`src/rtl/instr_encoder.sv`:
```
// instr_encoder: streaming RV32I encoder. Stage 1 registers a symbolic instruction, stage 2
// packs it into a machine word held in the output register, tagged with a byte address.
// Optional feature macro: ENCODER_RANGE_CHECK_EN (immediate range rules, err_range).
module instr_encoder #(
    parameter int unsigned ADDR_W = 12
) (
    input  logic              clk,
    input  logic              reset,
    input  logic              in_valid,
    output logic              in_ready,
    input  logic [5:0]        in_op,
    input  logic [4:0]        in_rd,
    input  logic [4:0]        in_rs1,
    input  logic [4:0]        in_rs2,
    input  logic [31:0]       in_imm,
    input  logic              addr_load,
    input  logic [ADDR_W-1:0] addr_in,
    output logic              out_valid,
    input  logic              out_ready,
    output logic [31:0]       out_instr,
    output logic [ADDR_W-1:0] out_addr,
    output logic              busy,
    output logic              err_illegal,
    output logic              err_range
);

    localparam logic [2:0] FMT_R  = 3'd0;
    localparam logic [2:0] FMT_I  = 3'd1;
    localparam logic [2:0] FMT_SH = 3'd2;
    localparam logic [2:0] FMT_S  = 3'd3;
    localparam logic [2:0] FMT_B  = 3'd4;
    localparam logic [2:0] FMT_J  = 3'd5;
    localparam logic [2:0] FMT_U  = 3'd6;

    localparam logic [6:0] OPC_OP     = 7'h33;
    localparam logic [6:0] OPC_IMM    = 7'h13;
    localparam logic [6:0] OPC_LOAD   = 7'h03;
    localparam logic [6:0] OPC_STORE  = 7'h23;
    localparam logic [6:0] OPC_BRANCH = 7'h63;
    localparam logic [6:0] OPC_JAL    = 7'h6F;
    localparam logic [6:0] OPC_JALR   = 7'h67;
    localparam logic [6:0] OPC_LUI    = 7'h37;
    localparam logic [6:0] OPC_AUIPC  = 7'h17;

    logic              s1_full;
    logic [5:0]        s1_op;
    logic [4:0]        s1_rd, s1_rs1, s1_rs2;
    logic [31:0]       s1_imm;
    logic [ADDR_W-1:0] addr_cnt;

    logic [2:0]  fmt;
    logic [6:0]  opc, f7;
    logic [2:0]  f3;
    logic        illegal, range_bad;
    logic [31:0] word;
    logic        s1_drop, s1_moves, in_fire, out_fire;

    // Stage 2 decode: operation index to format, opcode and function fields.
    always_comb begin
        fmt     = FMT_R;
        opc     = OPC_OP;
        f3      = 3'd0;
        f7      = 7'h00;
        illegal = 1'b0;
        case (s1_op)
            6'd0:  begin fmt = FMT_R;  opc = OPC_OP;     f3 = 3'd0; end
            6'd1:  begin fmt = FMT_R;  opc = OPC_OP;     f3 = 3'd0; f7 = 7'h20; end
            6'd2:  begin fmt = FMT_R;  opc = OPC_OP;     f3 = 3'd4; end
            6'd3:  begin fmt = FMT_R;  opc = OPC_OP;     f3 = 3'd6; end
            6'd4:  begin fmt = FMT_R;  opc = OPC_OP;     f3 = 3'd7; end
            6'd5:  begin fmt = FMT_R;  opc = OPC_OP;     f3 = 3'd1; end
            6'd6:  begin fmt = FMT_R;  opc = OPC_OP;     f3 = 3'd5; end
            6'd7:  begin fmt = FMT_R;  opc = OPC_OP;     f3 = 3'd5; f7 = 7'h20; end
            6'd8:  begin fmt = FMT_R;  opc = OPC_OP;     f3 = 3'd2; end
            6'd9:  begin fmt = FMT_R;  opc = OPC_OP;     f3 = 3'd3; end
            6'd10: begin fmt = FMT_I;  opc = OPC_IMM;    f3 = 3'd0; end
            6'd11: begin fmt = FMT_I;  opc = OPC_IMM;    f3 = 3'd4; end
            6'd12: begin fmt = FMT_I;  opc = OPC_IMM;    f3 = 3'd6; end
            6'd13: begin fmt = FMT_I;  opc = OPC_IMM;    f3 = 3'd7; end
            6'd14: begin fmt = FMT_SH; opc = OPC_IMM;    f3 = 3'd1; end
            6'd15: begin fmt = FMT_SH; opc = OPC_IMM;    f3 = 3'd5; end
            6'd16: begin fmt = FMT_SH; opc = OPC_IMM;    f3 = 3'd5; f7 = 7'h20; end
            6'd17: begin fmt = FMT_I;  opc = OPC_IMM;    f3 = 3'd2; end
            6'd18: begin fmt = FMT_I;  opc = OPC_IMM;    f3 = 3'd3; end
            6'd19: begin fmt = FMT_I;  opc = OPC_LOAD;   f3 = 3'd0; end
            6'd20: begin fmt = FMT_I;  opc = OPC_LOAD;   f3 = 3'd1; end
            6'd21: begin fmt = FMT_I;  opc = OPC_LOAD;   f3 = 3'd2; end
            6'd22: begin fmt = FMT_I;  opc = OPC_LOAD;   f3 = 3'd4; end
            6'd23: begin fmt = FMT_I;  opc = OPC_LOAD;   f3 = 3'd5; end
            6'd24: begin fmt = FMT_S;  opc = OPC_STORE;  f3 = 3'd0; end
            6'd25: begin fmt = FMT_S;  opc = OPC_STORE;  f3 = 3'd1; end
            6'd26: begin fmt = FMT_S;  opc = OPC_STORE;  f3 = 3'd2; end
            6'd27: begin fmt = FMT_B;  opc = OPC_BRANCH; f3 = 3'd0; end
            6'd28: begin fmt = FMT_B;  opc = OPC_BRANCH; f3 = 3'd1; end
            6'd29: begin fmt = FMT_B;  opc = OPC_BRANCH; f3 = 3'd4; end
            6'd30: begin fmt = FMT_B;  opc = OPC_BRANCH; f3 = 3'd5; end
            6'd31: begin fmt = FMT_B;  opc = OPC_BRANCH; f3 = 3'd6; end
            6'd32: begin fmt = FMT_B;  opc = OPC_BRANCH; f3 = 3'd7; end
            6'd33: begin fmt = FMT_J;  opc = OPC_JAL; end
            6'd34: begin fmt = FMT_I;  opc = OPC_JALR;   f3 = 3'd0; end
            6'd35: begin fmt = FMT_U;  opc = OPC_LUI; end
            6'd36: begin fmt = FMT_U;  opc = OPC_AUIPC; end
            default: illegal = 1'b1;
        endcase
    end

    // Stage 2 packing: scatter register fields and immediate bits into the format layout.
    always_comb begin
        case (fmt)
            FMT_R:   word = {f7, s1_rs2, s1_rs1, f3, s1_rd, opc};
            FMT_I:   word = {s1_imm[11:0], s1_rs1, f3, s1_rd, opc};
            FMT_SH:  word = {f7, s1_imm[4:0], s1_rs1, f3, s1_rd, opc};
            FMT_S:   word = {s1_imm[11:5], s1_rs2, s1_rs1, f3, s1_imm[4:0], opc};
            FMT_B:   word = {s1_imm[12], s1_imm[10:5], s1_rs2, s1_rs1, f3, s1_imm[4:1],
                             s1_imm[11], opc};
            FMT_J:   word = {s1_imm[20], s1_imm[10:1], s1_imm[11], s1_imm[19:12], s1_rd, opc};
            default: word = {s1_imm[31:12], s1_rd, opc};
        endcase
    end

    // Stage 2 range check: a signed field fits when all bits above it equal its sign bit.
    always_comb begin
        range_bad = 1'b0;
`ifdef ENCODER_RANGE_CHECK_EN
        case (fmt)
            FMT_I, FMT_S: range_bad = !(&s1_imm[31:11] || ~|s1_imm[31:11]);
            FMT_SH:       range_bad = |s1_imm[31:5];
            FMT_B:        range_bad = s1_imm[0] || !(&s1_imm[31:12] || ~|s1_imm[31:12]);
            FMT_J:        range_bad = s1_imm[0] || !(&s1_imm[31:20] || ~|s1_imm[31:20]);
            FMT_U:        range_bad = |s1_imm[11:0];
            default:      range_bad = 1'b0;
        endcase
`endif
    end

    // Handshake: a dropped instruction always leaves stage 1, even behind a stalled output.
    always_comb begin
        s1_drop  = s1_full && (illegal || range_bad);
        s1_moves = s1_full && (!out_valid || out_ready || s1_drop);
        in_ready = !s1_full || s1_moves;
        in_fire  = in_valid && in_ready;
        out_fire = out_valid && out_ready;
        busy     = s1_full || out_valid;
        out_addr = addr_cnt;
    end

    // Stage 1 register.
    always_ff @(posedge clk or posedge reset) begin
        if (reset) begin
            s1_full <= 1'b0;
            s1_op   <= '0;
            s1_rd   <= '0;
            s1_rs1  <= '0;
            s1_rs2  <= '0;
            s1_imm  <= '0;
        end else if (in_fire) begin
            s1_full <= 1'b1;
            s1_op   <= in_op;
            s1_rd   <= in_rd;
            s1_rs1  <= in_rs1;
            s1_rs2  <= in_rs2;
            s1_imm  <= in_imm;
        end else if (s1_moves) begin
            s1_full <= 1'b0;
        end
    end

    // Output register: only encodable instructions are written.
    always_ff @(posedge clk or posedge reset) begin
        if (reset) begin
            out_valid <= 1'b0;
            out_instr <= '0;
        end else if (s1_moves && !s1_drop) begin
            out_valid <= 1'b1;
            out_instr <= word;
        end else if (out_fire) begin
            out_valid <= 1'b0;
        end
    end

    // Address counter: advance on emitted words, reload only while fully idle.
    always_ff @(posedge clk or posedge reset) begin
        if (reset) begin
            addr_cnt <= '0;
        end else if (out_fire) begin
            addr_cnt <= addr_cnt + ADDR_W'(4);
        end else if (addr_load && !busy && !in_fire) begin
            addr_cnt <= addr_in & ~ADDR_W'(3);
        end
    end

    // Sticky illegal-op flag.
    always_ff @(posedge clk or posedge reset) begin
        if (reset) begin
            err_illegal <= 1'b0;
        end else if (s1_full && illegal) begin
            err_illegal <= 1'b1;
        end
    end

`ifdef ENCODER_RANGE_CHECK_EN
    // Sticky range-violation flag.
    always_ff @(posedge clk or posedge reset) begin
        if (reset) begin
            err_range <= 1'b0;
        end else if (s1_full && !illegal && range_bad) begin
            err_range <= 1'b1;
        end
    end
`else
    assign err_range = 1'b0;
`endif

endmodule

```
`config.mk`:
```
export PLATFORM = sky130hd
export DESIGN_NAME = instr_encoder
export DESIGN_NICKNAME = d
export VERILOG_FILES = /design/src/rtl/instr_encoder.sv
export SDC_FILE = /design/constraint.sdc
export NUM_CORES = 1
export LEC_CHECK = 0
export BUFFER_PORTS_ARGS = -buffer_cell sky130_fd_sc_hd__buf_2
export CORE_MARGIN = 4
export CORE_UTILIZATION = 54
export DETAILED_ROUTE_END_ITERATION = 7
export PLACE_DENSITY = 0.81
export SLEW_MARGIN = 20
export SYNTH_ARGS = -nofsm -noshare
export SYNTH_HDL_FRONTEND = slang
export SYNTH_SLANG_ARGS = --single-unit
```
`constraint.sdc`:
```
create_clock -name clk -period 6.2 [get_ports clk]
set_clock_uncertainty 0.2 [all_clocks]
set_input_delay 0.93 -clock clk [delete_from_list [all_inputs] [get_ports clk]]
set_output_delay 0.93 -clock clk [all_outputs]
set_load 0.1 [all_outputs]
```
==> qor.log <==
qor: run_status.run_status complete, no violations
qor: setup_path.cp-end-kind primary output
qor: route.antenna_left 0
qor: synth.mappedNetlistArea 0.004897 sq mm
qor: timing.timing.hold.ws 0.2682 ns
qor: timing.rsz0062_at_grt false
qor: place.detailed_place.area 0.005423 sq mm
qor: cts.clock_sink_count 97
qor: flow_run.timing.max_cap.violations 0
qor: grt.wire_length_of_the_first_global_routing_pass 18310 um
qor: place.post-place-cells 656
qor: synth.postSynth.topFlopCell dfrtp_1
qor: setup_path.required 5.07 ns
qor: die.floorplan.rows 34
qor: cts.clock_latency 0.36 ns
qor: layout.sequential_cell_area 0.002427 sq mm
qor: power_and_ir_drop.cell_internal_pwr 1.172 mW
qor: layout.finish.instance_area 0.005609 sq mm
qor: route.via_count_normalized_by_instance_count 5.821
qor: grt.number_of_global_route_vias_before_repair 3868
qor: die.initial_core_util 0.5588
qor: place.pre_cts_setup_slack 3.110 ns
qor: cts.holdBufCountCts 0
qor: setup_path.cpLargestDelayFamily flip-flops
qor: layout.ratio_of_cells_with_drive_above_1_in_the_final_layout 0.2624
qor: cts.cts_tree done
qor: synth.ys_warn_count 0
qor: power_and_ir_drop.static-leakage-power 2.537 nW
qor: timing.finalCriticalPeriod 3.546 ns
qor: power_and_ir_drop.p_sw_frac 0.5446
qor: timing.post-route-period-util 0.5719
qor: synth.synth.lib_cells_used.distinct 64
qor: cts.post_cts_buffers 0
qor: timing.max-slew-margin-rel 0.3347
qor: timing.worst_pin_slew 0.9979 ns
qor: grt.grt_start_max_net_pins 68
qor: layout.final_core_utilization 0.6401
qor: layout.fin_cells 672
qor: setup_path.critical_path_peak_fanout 32
qor: die.io-pin-count 119
qor: place.detailedPlacementHpwl 7903 um
qor: layout.nets 630
qor: die.floorplan.die.width 103.2 um
qor: min_path.hold_path.class reg2reg
qor: synth.synth_edf_count 0
qor: place.place.port_buffers 113
qor: cts.clk_pin_slew_worst_paths 0.10 ns
qor: cts.cts_root_buffer clkbuf_8
qor: setup_path.crit_path_cell_trace nor2_1, a21o_1, nand2_1, buf_2
qor: layout.area_delta_synth_final 14.54%
qor: grt.antenna_found_initial 0
qor: grt.grt_overflow_total 0
qor: power_and_ir_drop.vdd.ir_drop.worst 0.0003260 V
qor: die.floorplan.die_area 0.01066 sq mm
qor: timing.final-max-slew-violation-count 0
qor: cts.cts.repair.resized 0
qor: timing.final_hold_viol_count 0
qor: synth.syn_avg_cell_area 10.62 sq um
qor: setup_path.critPathMaxStageDelay 1.01 ns
qor: synth.syn_inst 461
qor: timing.setup_violations 0
qor: die.chipHeight 103.2 um
qor: synth.yosys_register_bits 97
qor: setup_path.cp_slowest_cell dfrtp_1
qor: synth.synth-seq-area-share 0.4957
qor: route.route.vias.total 3912
qor: layout.n_antenna_cell 0
qor: route.drt_pass1_iterations 5
qor: synth.async_flop_share 1.000
qor: place.gpl.final_weighted_congestion 0.8820
qor: cts.cts_made_buffers 9
qor: layout.fillerInstances 746
qor: grt.all_layer_global_routing_usage 0.2180
qor: power_and_ir_drop.power.share.combinational 0.489
qor: power_and_ir_drop.final_total_power 2.573 mW
qor: setup_path.criticalPathCategory reg2out
qor: layout.multiInputGateArea 0.002213 sq mm
qor: power_and_ir_drop.powerDensity 458.7 mW/mm^2
qor: power_and_ir_drop.power_frac_seq 0.357
qor: timing.fmaxAchievable 0.2820 GHz
qor: layout.most_frequent_cells_in_the_layout buf_2 (113), dfrtp_1 (97), nand2_1 (54)
qor: power_and_ir_drop.power_switching 1.401 mW
qor: setup_path.timing.critical_path.arrival 2.42 ns
qor: setup_path.critical_path.startpoint_type flop
qor: power_and_ir_drop.share_clk_of_total_power 0.154
qor: timing.post_route_setup_tns 0 ns
qor: route.drt_first_iter_violations 210
qor: cts.cts.path.max_buffers 2
qor: die.core-area 0.008763 sq mm
qor: setup_path.cp_num_buf_inv 1
qor: route.routed_wl 11240 um
qor: route.post-route-drc-count 0
qor: layout.layout.cells.most_common buf_2
qor: timing.finalWorstSetupSlack 2.654 ns
qor: route.average_wire_per_standard_cell 16.73 um
qor: cts.cts.htree.levels 3
metal layers:
metal,track usage,vias up,wire length [um]
met3,0.04091,20,737
met1,0.2773,1895,4726
met2,0.3710,140,5542
li1,-,1857,-
met4,0.08267,0,236
met5,0,-,0
state kept, by name, indices dropped and copies added (netlist names):
name         cells
err_illegal      1
s1_full          1
out_addr        10
s1_op            6
out_valid        1
s1_imm          32
s1_rs1           5
s1_rd            5
s1_rs2           5
out_instr       31
cell type report:
class,instances,share of cell area
clock buffers,9,0.02208
clock inverters,7,0.01115
inverters,13,0.009146
multi-input cells,321,0.3946
flip-flops and latches,97,0.4327
well taps,108,0.02409
repair buffers,117,0.1062
kinds of logic after synthesis:
kind of cell    synth area share
compound gates            0.1576
xor+xnor                0.003578
fa+ha+maj               0.002555
buf+inv                  0.05391
flops                     0.4957
mux                       0.1525
other cells            0.0007657
simple gates              0.1334
cells in the mapped netlist, types with 3 or more instances:
library cell	n	area [sq um]
dfrtp_1	97	2427
a222oi_1	4	40.04
mux2i_1	15	150.1
a21o_1	3	22.52
nor2_1	27	101.4
mux2_2	3	33.78
nand2b_1	7	43.79
nand2_1	54	202.7
o31ai_1	8	60.06
clkbuf_1	6	22.52
o21ai_1	3	15.01
nor2b_1	6	37.54
inv_1	13	48.80
o211ai_1	3	22.52
and3_1	3	18.77
o21ai_0	32	160.2
buf_4	10	75.07
nor3_1	7	35.03
a21oi_1	20	100.1
mux2_1	50	563.0
nand3_1	13	65.06
a31oi_1	5	31.28
buf_2	10	50.05
o32ai_1	4	35.03
buf_6	6	67.56
a211oi_1	4	30.03
final timing paths:
path,endpoint,cells after the start,startpoint,slack [ns]
worst min-delay path,err_illegal,1,err_illegal,0.27
worst max register to register,out_instr[14],6,s1_op[1],3.26
max in group asynchronous,out_instr[9],3,reset,4.29
worst min register to register,err_illegal,1,err_illegal,0.27
worst max-delay path,in_ready,4,s1_op[4],2.65
min in group asynchronous,out_addr[11],2,reset,0.35
power groups by stage:
stage | registers, mW | logic, mW | clock network [mW]
floorplan | 1.61 | 0.355 | 0
global placement | 0.917 | 1.24 | 0
detailed placement | 0.926 | 1.26 | 0
CTS | 0.915 | 1.26 | 0.404
global route | 0.941 | 1.32 | 0.432
finish | 0.918 | 1.26 | 0.397
Note: power is estimated with default switching activity, not from simulation.
